File: src/rtl/product_collector_if.sv
// product_collector_if: operand-launch/column inputs and the streamed reduced-coefficient output.
interface product_collector_if #(
   parameter int N           = 8,
   parameter int INPUT_WIDTH = 8
);
   logic                              start;
   logic [2*N-2:0][INPUT_WIDTH-1:0]   c_values;
   logic                              busy;
   logic                              out_valid;
   logic                              out_ready;
   logic [INPUT_WIDTH-1:0]            out_data;
   logic [$clog2(N)-1:0]              out_index;
   logic                              out_last;
   logic                              done;
   modport master (
      output start, c_values, out_ready,
      input  busy, out_valid, out_data, out_index, out_last, done
   );
   modport slave (
      input  start, c_values, out_ready,
      output busy, out_valid, out_data, out_index, out_last, done
   );
endinterface

File: src/rtl/product_collector.sv
// product_collector: waits out the multiplier pipeline, folds the linear convolution
// mod x^N+1 into an N-entry buffer and streams it out over a valid/ready handshake.
module product_collector #(
   parameter int N            = 8,
   parameter int INPUT_WIDTH  = 8,
   parameter int PIPE_LATENCY = 3
) (
   input logic                clk,
   input logic                nrst,
   product_collector_if.slave bus
);
   localparam int IW = $clog2(N);
   localparam int CW = $clog2(PIPE_LATENCY + 1) + 1;
   localparam logic [1:0] IDLE = 2'd0, WAIT = 2'd1, STREAM = 2'd2;
   logic [1:0]                        state_q, state_d;
   logic [CW-1:0]                     cnt_q, cnt_d;
   logic [IW-1:0]                     idx_q, idx_d;
   logic [N-1:0][INPUT_WIDTH-1:0]     coef_q, coef_d, red;
   logic                              done_q, go, cap, xfer, fin;
   // Top coefficient has no c_{2N-1} partner to subtract.
   genvar i;
   generate
      for (i = 0; i < N; i++) begin : g_red
         if (i == N - 1) begin : g_top
            assign red[i] = bus.c_values[i];
         end else begin : g_sub
            assign red[i] = bus.c_values[i] - bus.c_values[i+N];
         end
      end
   endgenerate
   always_comb begin
      go      = state_q == IDLE && bus.start;
      cap     = state_q == WAIT && cnt_q == CW'(PIPE_LATENCY);
      xfer    = state_q == STREAM && bus.out_ready;
      fin     = xfer && idx_q == IW'(N - 1);
      state_d = go ? WAIT : cap ? STREAM : fin ? IDLE : state_q;
      cnt_d   = go ? CW'(1) : (state_q == WAIT && !cap) ? cnt_q + CW'(1) : cnt_q;
      idx_d   = xfer ? idx_q + IW'(1) : idx_q;
      coef_d  = cap ? red : coef_q;
   end
   always_ff @(posedge clk or negedge nrst) begin
      if (!nrst) begin
         state_q <= IDLE;
         cnt_q   <= '0;
         idx_q   <= '0;
         coef_q  <= '0;
         done_q  <= 1'b0;
      end else begin
         state_q <= state_d;
         cnt_q   <= cnt_d;
         idx_q   <= idx_d;
         coef_q  <= coef_d;
         done_q  <= fin;
      end
   end
   assign bus.busy      = state_q != IDLE;
   assign bus.out_valid = state_q == STREAM;
   assign bus.out_data  = bus.out_valid ? coef_q[idx_q] : '0;
   assign bus.out_index = idx_q;
   assign bus.out_last  = bus.out_valid && idx_q == IW'(N - 1);
   assign bus.done      = done_q;
endmodule

File: src/flat_wrapper.sv
// flat-port wrapper written by rule: the top's interface ports become plain ports
module product_collector_flat 
#(
   parameter int N            = 8,
   parameter int INPUT_WIDTH  = 8,
   parameter int PIPE_LATENCY = 3
)
  (clk, nrst, bus_start, bus_c_values, bus_out_ready, bus_busy, bus_out_valid, bus_out_data, bus_out_index, bus_out_last, bus_done);
  product_collector_if #(.N(N), .INPUT_WIDTH(INPUT_WIDTH)) bus_i ();
  input logic clk;
  input logic nrst;
  input wire logic [$bits(bus_i.start)-1:0] bus_start;
  input wire logic [$bits(bus_i.c_values)-1:0] bus_c_values;
  input wire logic [$bits(bus_i.out_ready)-1:0] bus_out_ready;
  output wire logic [$bits(bus_i.busy)-1:0] bus_busy;
  output wire logic [$bits(bus_i.out_valid)-1:0] bus_out_valid;
  output wire logic [$bits(bus_i.out_data)-1:0] bus_out_data;
  output wire logic [$bits(bus_i.out_index)-1:0] bus_out_index;
  output wire logic [$bits(bus_i.out_last)-1:0] bus_out_last;
  output wire logic [$bits(bus_i.done)-1:0] bus_done;
  assign bus_i.start = bus_start;
  assign bus_i.c_values = bus_c_values;
  assign bus_i.out_ready = bus_out_ready;
  assign bus_busy = bus_i.busy;
  assign bus_out_valid = bus_i.out_valid;
  assign bus_out_data = bus_i.out_data;
  assign bus_out_index = bus_i.out_index;
  assign bus_out_last = bus_i.out_last;
  assign bus_done = bus_i.done;
  product_collector #(.N(N), .INPUT_WIDTH(INPUT_WIDTH), .PIPE_LATENCY(PIPE_LATENCY)) u_core (.clk(clk), .nrst(nrst), .bus(bus_i));
endmodule
File: config.mk
export PLATFORM = sky130hd
export DESIGN_NAME = product_collector_flat
export DESIGN_NICKNAME = d
export VERILOG_FILES = /design/src/rtl/product_collector_if.sv /design/src/rtl/product_collector.sv /design/src/flat_wrapper.sv
export SDC_FILE = /design/constraint.sdc
export NUM_CORES = 1
export LEC_CHECK = 0
export ABC_CLOCK_PERIOD_IN_PS = 2100
export CORE_MARGIN = 2
export CORE_UTILIZATION = 45
export DETAILED_ROUTE_END_ITERATION = 12
export PLACE_DENSITY = 0.79
export SYNTH_ARGS = -nofsm -noshare
export SYNTH_HDL_FRONTEND = slang
export SYNTH_SLANG_ARGS = --single-unit
File: constraint.sdc
create_clock -name clk -period 2.1 [get_ports clk]
set_input_delay 0.42 -clock clk [delete_from_list [all_inputs] [get_ports clk]]
set_output_delay 0.42 -clock clk [all_outputs]
set_load 0.1 [all_outputs]
==> results of run 1 <==
## final cells by class
class                           count  area, sq um
Fill cell                         998         4250
Multi-Input combinational cell    505         4010
Timing Repair Buffer              224         2240
Sequential cell                    73         1840
Clock buffer                       10          239
Inverter                           60          228
Tap cell                          176          220
Clock inverter                      6          114
## state kept, by name (all words and copies together), names as in the netlist
signal / cells
u_core.cnt_q: 3
u_core.bus.done: 1
u_core.bus.out_index: 3
u_core.coef_q: 64
u_core.state_q: 2
## cells by family after synthesis
family                   count (synthesis)  share of synthesized area [%]
AND/OR/NAND/NOR                        234                           20.6
AO/OA/AOI/OAI                          162                           18.3
buffers and inverters                   87                           6.08
flip-flops                              73                           30.4
adder cells (fa/ha/maj)                 60                           13.4
multiplexers                            34                           9.06
XOR/XNOR                                15                           2.19
## per-layer routing
metal	global-route usage, %	vias to the layer above
met5	0	-
met4	6.40	0
met3	5.09	36
met2	43.6	232
met1	33.5	2871
li1	-	2821
## final timing paths
| kind | startpoint | endpoint | slack (ns) |
|---|---|---|---|
| max in group asynchronous | nrst | u_core.coef_q[18]$_DFFE_PN0P_ | 1.29 |
| worst max register to register | u_core.cnt_q[0]$_DFFE_PN0P_ | u_core.coef_q[29]$_DFFE_PN0P_ | 0.09 |
| worst min register to register | u_core.coef_q[17]$_DFFE_PN0P_ | u_core.coef_q[17]$_DFFE_PN0P_ | 0.48 |
| worst min-delay path | nrst | u_core.cnt_q[2]$_DFFE_PN0P_ | 0.13 |
| worst max-delay path | u_core.bus.out_index[0]$_DFFE_PN0P_ | bus_out_data[2] | -0.27 |
| min in group clk | u_core.coef_q[17]$_DFFE_PN0P_ | u_core.coef_q[17]$_DFFE_PN0P_ | 0.48 |
## power by group through the flow
stage	Clock (mW)	Combinational, mW	Sequential (mW)
floorplan	0	3.19	2.65
global placement	0	4.44	2.80
detailed placement	0	4.60	2.84
CTS	1.83	5.12	2.76
global route	1.91	5.67	2.87
finish	1.83	5.29	2.81
## what timing repair did
| item | CTS | global route |
|---|---|---|
| hold buffers | 0 | 0 |
| setup buffers | 3 | 0 |
| endpoints found under the setup margin | 11 | 15 |
| pin swaps | 0 | 3 |
| gates resized for setup | 15 | 11 |
## cells in the final DEF, fill, tap and decap left out, drive strengths merged, types with 2 or more instances in the layout
cell type	n
inv	61
dfrtp	73
nand3b	11
nand2b	16
a22o	3
mux2	3
a2111o	7
o2111ai	7
nor3b	31
nand3	24
nor2	20
o221a	7
mux4	16
clkinvlp	2
a21o	14
xor2	7
clkbuf	10
o21bai	7
nand2	96
nor4b	10
fa	7
mux2i	15
a211oi	35
or3	13
o31ai	8
buf	102
xnor2	8
o21ai	51
bufinv	3
clkdlybuf4s50	122
ha	53
and2	8
a21oi	22
## critical path, stage by stage (launching register included)
cell and delay, ns:
dfrtp_4 0.46, buf_6 0.14, mux4_2 0.54, mux2i_4 0.22, nor2_4 0.08, buf_12 0.17
==> summary.md, run 1 <==
| Metric | Value |
|---|---|
| Leakage | `3.94 nW` |
| Worst slack, placed | `-0.318 ns` |
| Worst slew margin | `50.7%` |
| Clk pwr share | `18.4%` |
| Drt drc | `0` |
| CTS Sinks | `73` |
| I/O Pins | `139` |
| Largest net degree at the start of global routing | `57` |
| Arrival @ worst endpoint | `1.95 ns` |
| Synth cell count leaders | `nand2_1, dfrtp_1, inv_1` |
| Layout Utilization | `67.6%` |
| Synth-to-layout area growth | `48.0%` |
| Post-synth EDFFs | `0` |
| Port Buffers | `138` |
| Die X | `120 um` |
| Grt ovf | `0` |
| 1st-pass router iterations | `7` |
| Inserted Diodes | `0` |
| Routability cong. | `0.897` |
| Average wire per standard cell | `17.1 um` |
| Vias in the first global route | `6083` |
| Via count | `5960` |
| Failing checks | `negative setup slack` |
| FF-to-FF path depth | `8` |
| Yosys top cell by area | `dfrtp_1` |
| Hold_ws | `0.133 ns` |
| Overall Global Routing Usage | `25.6%` |
| TNS Setup | `-2.13 ns` |
| Cells after Synth | `665` |
| Sw power | `4.01 mW` |
| Top-count cell post-synth | `nand2_1` |
| Final net count | `1057` |
| Sequential share of power | `28.3%` |
| Number of CTS-inserted buffers | `9` |
| Worst skew pair latency | `0.34 ns` |
| First-pass GRT wire length | `29200 um` |
| Slew Limit Fails | `0` |
| DR WL met3 | `1110 um` |
| H-tree Lvls | `3` |
| PD cells | `1120 nW/um^2` |
| Worst hold path type | `input port to asynchronous set/reset pin` |
| Asr flop ratio synth | `100%` |
| Outcome | `complete, but fails checks` |
| CTS tree | `yes` |
| CP required | `1.68 ns` |
| RSZ-0062 raised after global routing | `true` |
| Post-Layout Cell Count | `1054` |
| Core Region | `13100 sq um` |
| Worst-margin pin slew | `0.740 ns` |
| Post-route cell area | `8890 sq um` |
| Vias/cell | `5.65` |
| Yosys top cell area share | `30.4%` |
| Drt first-iter violations | `593` |
| Reg clk slew, reported paths | `0.06 ns` |
| Synth top area cells | `dfrtp_1, ha_1, mux4_2, nand2_1, a211oi_1` |
| CP endpoint kind | `primary output` |
| DIE HEIGHT | `120 um` |
| Met2 wire length | `9010 um` |
| Fraction of layout cells with a size suffix above 1 | `20.0%` |
| Antenna violations before repair | `0` |
| Maxcap violations | `0` |
| Final hold vios | `0` |
| Cell Area, Synth | `6010 sq um` |
| Post-DP Area | `8350 sq um` |
| Core Rows | `42` |
| Main synth FF type | `dfrtp_1` |
| Area of the die | `14300 sq um` |
| DPL Wire Length | `13300 um` |
| Syn nets | `849` |
| Fin crit share | `113%` |
| Setup violators final | `9` |
| Switching share of power | `40.4%` |
| Fin crit period | `2.37 ns` |
| FF+latch count, synth | `73` |
| Combinational group share of total power | `53.3%` |
| Final wirelength | `18000 um` |
| DR top layer | `met4` |
| Crit start category | `register` |
| Distinct cells, synth | `42` |
| Initial Util | `45.7%` |
| Worst vdd ir | `0.000741 V` |
| YS warnings | `0` |
| Internal power | `5.91 mW` |
| Post-Place Cells | `1035` |
| Clk_skew | `0.00749 ns` |
| Crit path max fanout | `3` |
| WL met1 | `7530 um` |
| CP Class | `register to primary output` |
| ANT nets after route | `0` |
| Worst-case clock buffer depth | `2` |
| FMAX | `422 MHz` |
| Root Buffer | `clkbuf_16` |
| Power Total | `9.92 mW` |
| Avg Inst Size Synth | `9.03 sq um` |
| Post-synthesis sequential area ratio | `30.4%` |
| Setup ws final | `-0.268 ns` |
Note: power is estimated with default switching activity, not from simulation.
==> run 2, diff against run 1 <==
Settings changed: CORE_UTILIZATION 45 to 52, PLACE_DENSITY 0.79 to 0.89.
==> summary.md, run 2 (synthesis gave the netlist of run 1 again) <==
| Metric | Value |
|---|---|
| Core Rows | `39 (-7.1%)` |
| Worst slack, placed | `-0.301 ns (+0.0165 ns)` |
| Slew Limit Fails | `0 (unchanged)` |
| Fin crit period | `2.36 ns (-0.00990 ns)` |
| CP dominant cell by count | `buf_12` |
| Post-Layout Cell Count | `1027 (-2.6%)` |
| CP Buf/Inv Count | `2 (unchanged)` |
| Worst-margin pin slew | `0.663 ns (-0.0774 ns)` |
| Worst skew pair latency | `0.34 ns (about the same)` |
| Via count | `6271 (+5.2%)` |
| Failing checks | `negative setup slack` |
| Largest net degree at the start of global routing | `51 (-11%)` |
| Worst-case clock buffer depth | `2 (unchanged)` |
| RSZ-0062 raised after global routing | `true` |
| Reg2reg start | `u_core.cnt_q[0]$_DFFE_PN0P_` |
| Maxcap violations | `0 (unchanged)` |
| Setup ws final | `-0.258 ns (+0.00990 ns)` |
| Crit start category | `register` |
| Fin crit share | `112% (-0.47 points)` |
| Vias/cell | `6.11 (+8.0%)` |
| Grt ovf | `0 (unchanged)` |
| Crit path max fanout | `4 (+1)` |
| FILL cells | `718 (-28%)` |
| Area of the die | `12400 sq um (-13%)` |
| Outcome | `complete, but fails checks` |
| Core Region | `11300 sq um (-14%)` |
| Worst path max stage delay | `0.56 ns (+0.02 ns)` |
| CP required | `1.68 ns (about the same)` |
| Die X | `111 um (-6.7%)` |
| Arrival @ worst endpoint | `1.94 ns (about the same)` |
| Post-Place Cells | `1002 (-3.2%)` |
| Setup violators final | `9 (unchanged)` |
| DIE HEIGHT | `111 um (-6.7%)` |
| CTS tree | `yes` |
| CP max-delay cell | `mux4_2` |
| FMAX | `424 MHz (+0.42%)` |
| # hold bufs at CTS | `0 (unchanged)` |
| Final net count | `1063 (+0.57%)` |
| Overall Global Routing Usage | `31.9% (+6.3 points)` |
| Worst slew margin | `55.8% (+5.2 points)` |
| Worst vdd ir | `0.00143 V (+93%)` |
| Inserted Diodes | `0 (unchanged)` |
| Initial Util | `53.1% (+7.3 points)` |
| I/O Pins | `139 (unchanged)` |
| Worst hold path type | `input port to asynchronous set/reset pin` |
| Clk_skew | `0.00661 ns (-0.000878 ns)` |
| Synth-to-layout area growth | `48.4%` |
| Antenna violations before repair | `0 (unchanged)` |
| Fraction of layout cells with a size suffix above 1 | `20.8% (+0.77 points)` |
| Drt first-iter violations | `484 (-18%)` |
| CP Class | `register to primary output` |
| Reg clk slew, reported paths | `0.06 ns (about the same)` |
| Average wire per standard cell | `19.2 um (+12%)` |
| CP endpoint kind | `primary output` |
| Routability cong. | `0.849 (-5.4%)` |
| Port Buffers | `138 (unchanged)` |
| Root Buffer | `clkbuf_16` |
| CP delay by family, top | `multiplexers` |
| Vias in the first global route | `6582 (+8.2%)` |
| DPL Wire Length | `14100 um (+6.1%)` |
| Reg with most FFs | `u_core.coef_q` |
| TNS Setup | `-2.19 ns (-0.0620 ns)` |
| Power Total | `9.93 mW (about the same)` |
| Drt drc | `0 (unchanged)` |
| Most frequent cells in the layout | `clkdlybuf4s50_1, nand2_1, buf_4` |
| Number of CTS-inserted buffers | `9 (unchanged)` |
| Crit path cell chain | `buf_12 -> mux4_2 -> mux2i_4 -> nor2_4 -> buf_12` |
| CTS Sinks | `73 (unchanged)` |
| First-pass GRT wire length | `32000 um (+9.7%)` |
| ANT nets after route | `0 (unchanged)` |
| PD cells | `1110 nW/um^2 (-0.19%)` |
| Final hold vios | `0 (unchanged)` |
| 1st-pass router iterations | `5 (-2)` |
| Reg2reg setup slack | `0.04 ns (-0.05 ns)` |
| Commonest non-fill, non-tap cell in the layout | `clkdlybuf4s50_1` |
| Leakage | `3.96 nW (+0.44%)` |
| H-tree Lvls | `3 (unchanged)` |
| Max FFs per register | `64 (unchanged)` |
| Final wirelength | `19700 um (+9.4%)` |
| Crit path launch | `u_core.bus.out_index[0]$_DFFE_PN0P_` |
## run 2: cell count changes in the layout (fill, tap and decap cells not counted), moves of 2 or more
| cell | delta |
|---|---|
| buf_4 | +4 |
| ha_1 | -4 |
| ha_4 | +3 |
| bufinv_16 | -2 |
| clkinv_2 | +2 |
| fa_1 | +2 |
| fa_2 | -2 |
## run 2: final cells by class
class,count,area [sq um],area share (%)
clock buffers,11,243,2.72
clock inverters,5,56.3,0.632
inverters,60,228,2.56
multi-input cells,505,4050,45.5
flip-flops and latches,73,1840,20.6
well taps,143,179,2.01
repair buffers,230,2320,26.0
## run 2: power by group
group | internal, mW | leakage [nW] | switching (mW)
Sequential | 2.14 | 0.864 | 0.726
Combinational | 2.69 | 2.95 | 2.83
Clock | 0.950 | 0.145 | 0.599
Total | 5.78 | 3.96 | 4.15
## run 2: through the flow
stage | utilization (%) | hold slack (ns) | area (sq um)
after floorplan | - | 0.124 | 6110
after global placement | 73.4 | 0.362 | 8310
after detailed placement | 73.4 | 0.380 | 8310
after CTS | 77.3 | 0.0152 | 8750
after global routing | 78.7 | 0.0290 | 8910
final | 78.7 | 0.00224 | 8910
## run 2: worst paths after layout
path | endpoint | cells past startpoint
worst max-delay path | bus_out_data[1] | 5
worst min-delay path | u_core.cnt_q[0]$_DFFE_PN0P_ | 1
worst max register to register | u_core.coef_q[39]$_DFFE_PN0P_ | 7
worst min register to register | u_core.coef_q[62]$_DFFE_PN0P_ | 2
max in group asynchronous | u_core.coef_q[39]$_DFFE_PN0P_ | 2
min in group clk | u_core.coef_q[62]$_DFFE_PN0P_ | 2
## run 2: worst register-to-register path: cells and delay by family (launching register included)
family | cells | cell delay [ns]
and+or+nand+nor | 3 | 0.56
DFF | 1 | 0.40
AOI/OAI and AO/OA | 1 | 0.40
buffers and inverters | 1 | 0.20
adders and majority gates | 2 | 0.41
## run 2: timing repair
item / in CTS / in global routing
gates cloned: 0 / 1
resized for setup: 17 / 17
pin swaps: 2 / 2
buffers inserted: 4 / 5
setup endpoints to repair: 10 / 22
## run 2: per-layer routing
layer	vias to the layer above	share of wire [%]	track usage, %
met1	2995	37	37.7
met5	-	0	0
met2	346	50	56.6
met4	0	4.4	12.6
met3	83	8.0	7.19
li1	2847	-	-
==> run 3, diff against run 2 <==
Settings changed: GPL_TIMING_DRIVEN from default to 0.
==> summary.md, run 3 (synthesis gave the netlist of run 1 again) <==
| Metric | Value |
|---|---|
| Met2 wire length | `10100 um (+1.7%)` |
| Power Total | `9.75 mW (-1.8%)` |
| Largest net degree at the start of global routing | `72 (+41%)` |
| ANT nets after route | `0 (unchanged)` |
| Setup violators final | `8 (-1)` |
| DPL Wire Length | `14200 um (+0.77%)` |
| Grt ovf | `0 (unchanged)` |
| Maxcap violations | `0 (unchanged)` |
| Average wire per standard cell | `20.6 um (+7.3%)` |
| I/O Pins | `139 (unchanged)` |
| DR WL met3 | `1660 um (+4.7%)` |
| Port Buffers | `138 (unchanged)` |
| Reg2reg start | `u_core.cnt_q[0]$_DFFE_PN0P_` |
| CP dominant cell by count | `buf_12` |
| Area of the die | `12400 sq um (unchanged)` |
| Worst skew pair latency | `0.33 ns (about the same)` |
| DR top layer | `met4` |
| Core Rows | `39 (unchanged)` |
| Layout Utilization | `74.5% (-4.2 points)` |
| Arrival @ worst endpoint | `2.01 ns (+0.07 ns)` |
| Die X | `111 um (unchanged)` |
| FILL cells | `773 (+7.7%)` |
| Antenna violations before repair | `0 (unchanged)` |
| Fraction of layout cells with a size suffix above 1 | `16.3% (-4.5 points)` |
| Most frequent cells in the layout | `clkdlybuf4s50_1, nand2_1, dfrtp_1` |
| RSZ-0062 raised after global routing | `true` |
| Drt first-iter violations | `610 (+26%)` |
| Hold_ws | `0.418 ns (+0.416 ns)` |
| Fin crit period | `2.43 ns (+0.0717 ns)` |
| CP endpoint kind | `primary output` |
| CP max-delay cell | `dfrtp_4` |
| Final hold vios | `0 (unchanged)` |
| Clk_skew | `0.00636 ns (-0.000250 ns)` |
| Post-route cell area | `8440 sq um (-5.3%)` |
| Final wirelength | `20000 um (+1.6%)` |
| Reg clk slew, reported paths | `0.06 ns (about the same)` |
| Worst-case clock buffer depth | `2 (unchanged)` |
| Routability cong. | `0.924 (+8.9%)` |
| Number of CTS-inserted buffers | `9 (unchanged)` |
| Inserted Diodes | `0 (unchanged)` |
| Vias/cell | `6.31 (+3.3%)` |
| PD cells | `1160 nW/um^2 (+3.7%)` |
| CTS tree | `yes` |
| Worst slack, placed | `-0.990 ns (-0.689 ns)` |
| Worst path depth | `6 (+1)` |
| Crit start category | `register` |
| CP required | `1.68 ns (about the same)` |
| Worst hold path type | `input port to asynchronous set/reset pin` |
| Worst slew margin | `36.7% (-19 points)` |
| WL met1 | `7430 um (+0.99%)` |
| CP Class | `register to primary output` |
| CTS Sinks | `73 (unchanged)` |
| Leakage | `3.65 nW (-8.0%)` |
| Reg with most FFs | `u_core.coef_q` |
| Via count | `6133 (-2.2%)` |
| Final net count | `1008 (-5.2%)` |
| Overall Global Routing Usage | `31.5% (-0.44 points)` |
| Root Buffer | `clkbuf_16` |
| Worst path max stage delay | `0.48 ns (-0.08 ns)` |
| Failing checks | `negative setup slack` |
| First-pass GRT wire length | `31100 um (-3.0%)` |
| Crit path cell chain | `buf_12 -> buf_16 -> mux4_2 -> mux2i_2 -> nor2_4 -> buf_12` |
| FF-to-FF path depth | `8 (+1)` |
| 1st-pass router iterations | `5 (unchanged)` |
| Fin crit share | `116% (+3.4 points)` |
| Reg2reg setup slack | `0.06 ns (+0.02 ns)` |
| CP Buf/Inv Count | `3 (+1)` |
| Synth-to-layout area growth | `40.5%` |
| Worst-margin pin slew | `0.953 ns (+0.290 ns)` |
| Setup ws final | `-0.329 ns (-0.0717 ns)` |
| H-tree Lvls | `3 (unchanged)` |
| Initial Util | `53.1% (unchanged)` |
| Outcome | `complete, but fails checks` |
| Max FFs per register | `64 (unchanged)` |
| CP delay by family, top | `multiplexers` |
| Commonest non-fill, non-tap cell in the layout | `clkdlybuf4s50_1` |
| DIE HEIGHT | `111 um (unchanged)` |
| Core Region | `11300 sq um (unchanged)` |
| Post-DP Area | `7690 sq um (-7.5%)` |
| FMAX | `412 MHz (-3.0%)` |
| Vias in the first global route | `6265 (-4.8%)` |
| Reg-to-Reg End | `u_core.coef_q[35]$_DFFE_PN0P_` |
| Worst vdd ir | `0.00162 V (+13%)` |
| Slew Limit Fails | `0 (unchanged)` |
| Crit path max fanout | `5 (+1)` |
| Drt drc | `0 (unchanged)` |
-- run 3: per-layer routing --
metal / up-vias / global-route usage (%)
met1: 2928 / 37.9
li1: 2739 / -
met3: 91 / 5.93
met2: 375 / 54.0
met5: - / 0
met4: 0 / 16.1
-- run 3: worst register-to-register path, cell delays in order, from the launching register on --
cell and delay [ns]:
dfrtp_1 0.41, ha_2 0.21, ha_4 0.19, nand3b_4 0.17
buf_6 0.20, buf_2 0.26, clkbuf_4 0.28, nand2_1 0.08
o31ai_1 0.10
-- run 3: worst max-delay path by stage --
stage / startpoint / to
5_1_grt: u_core.bus.out_index[0]$_DFFE_PN0P_ / bus_out_data[0]
3_5_place_dp: u_core.bus.out_index[1]$_DFFE_PN0P_ / bus_out_data[4]
6_report: u_core.bus.out_index[0]$_DFFE_PN0P_ / bus_out_data[0]
3_3_place_gp: nrst / u_core.bus.out_index[0]$_DFFE_PN0P_
4_1_cts: u_core.bus.out_index[0]$_DFFE_PN0P_ / bus_out_data[1]
2_1_floorplan: u_core.bus.out_index[0]$_DFFE_PN0P_ / bus_out_data[6]
-- run 3: layout make-up --
type | count | area [sq um] | share of cell area (%)
clock buffers | 10 | 229 | 2.71
inverters | 60 | 228 | 2.70
repair buffers | 148 | 1590 | 18.9
well taps | 143 | 179 | 2.12
plain buffers | 27 | 224 | 2.65
flip-flops and latches | 73 | 1840 | 21.7
multi-input cells | 505 | 4090 | 48.4
clock inverters | 6 | 67.6 | 0.801
-- run 3: per-stage QoR --
| stage | cells | TNS [ns] |
|---|---|---|
| floorplan | 665 | -1.49 |
| global placement | 946 | -152.38 |
| global route | 972 | -2.84 |
| finish | 972 | -2.51 |
| CTS | 969 | -2.55 |
| detailed placement | 947 | -16.31 |
-- run 3: report_power, final --
group          internal, mW  switching, mW
registers              2.14          0.481
clock network         0.925          0.639
logic                  2.52           3.05
total                  5.58           4.17
-- run 3: repair_timing --
action | 4_1_cts | 5_1_grt
pin swaps | 2 | 6
hold buffers | 1 | 0
hold endpoints to repair | 2 | 0
cloned | 1 | 0
setup endpoints to repair | 78 | 57
resized for setup | 123 | 44
buffers inserted | 4 | 3
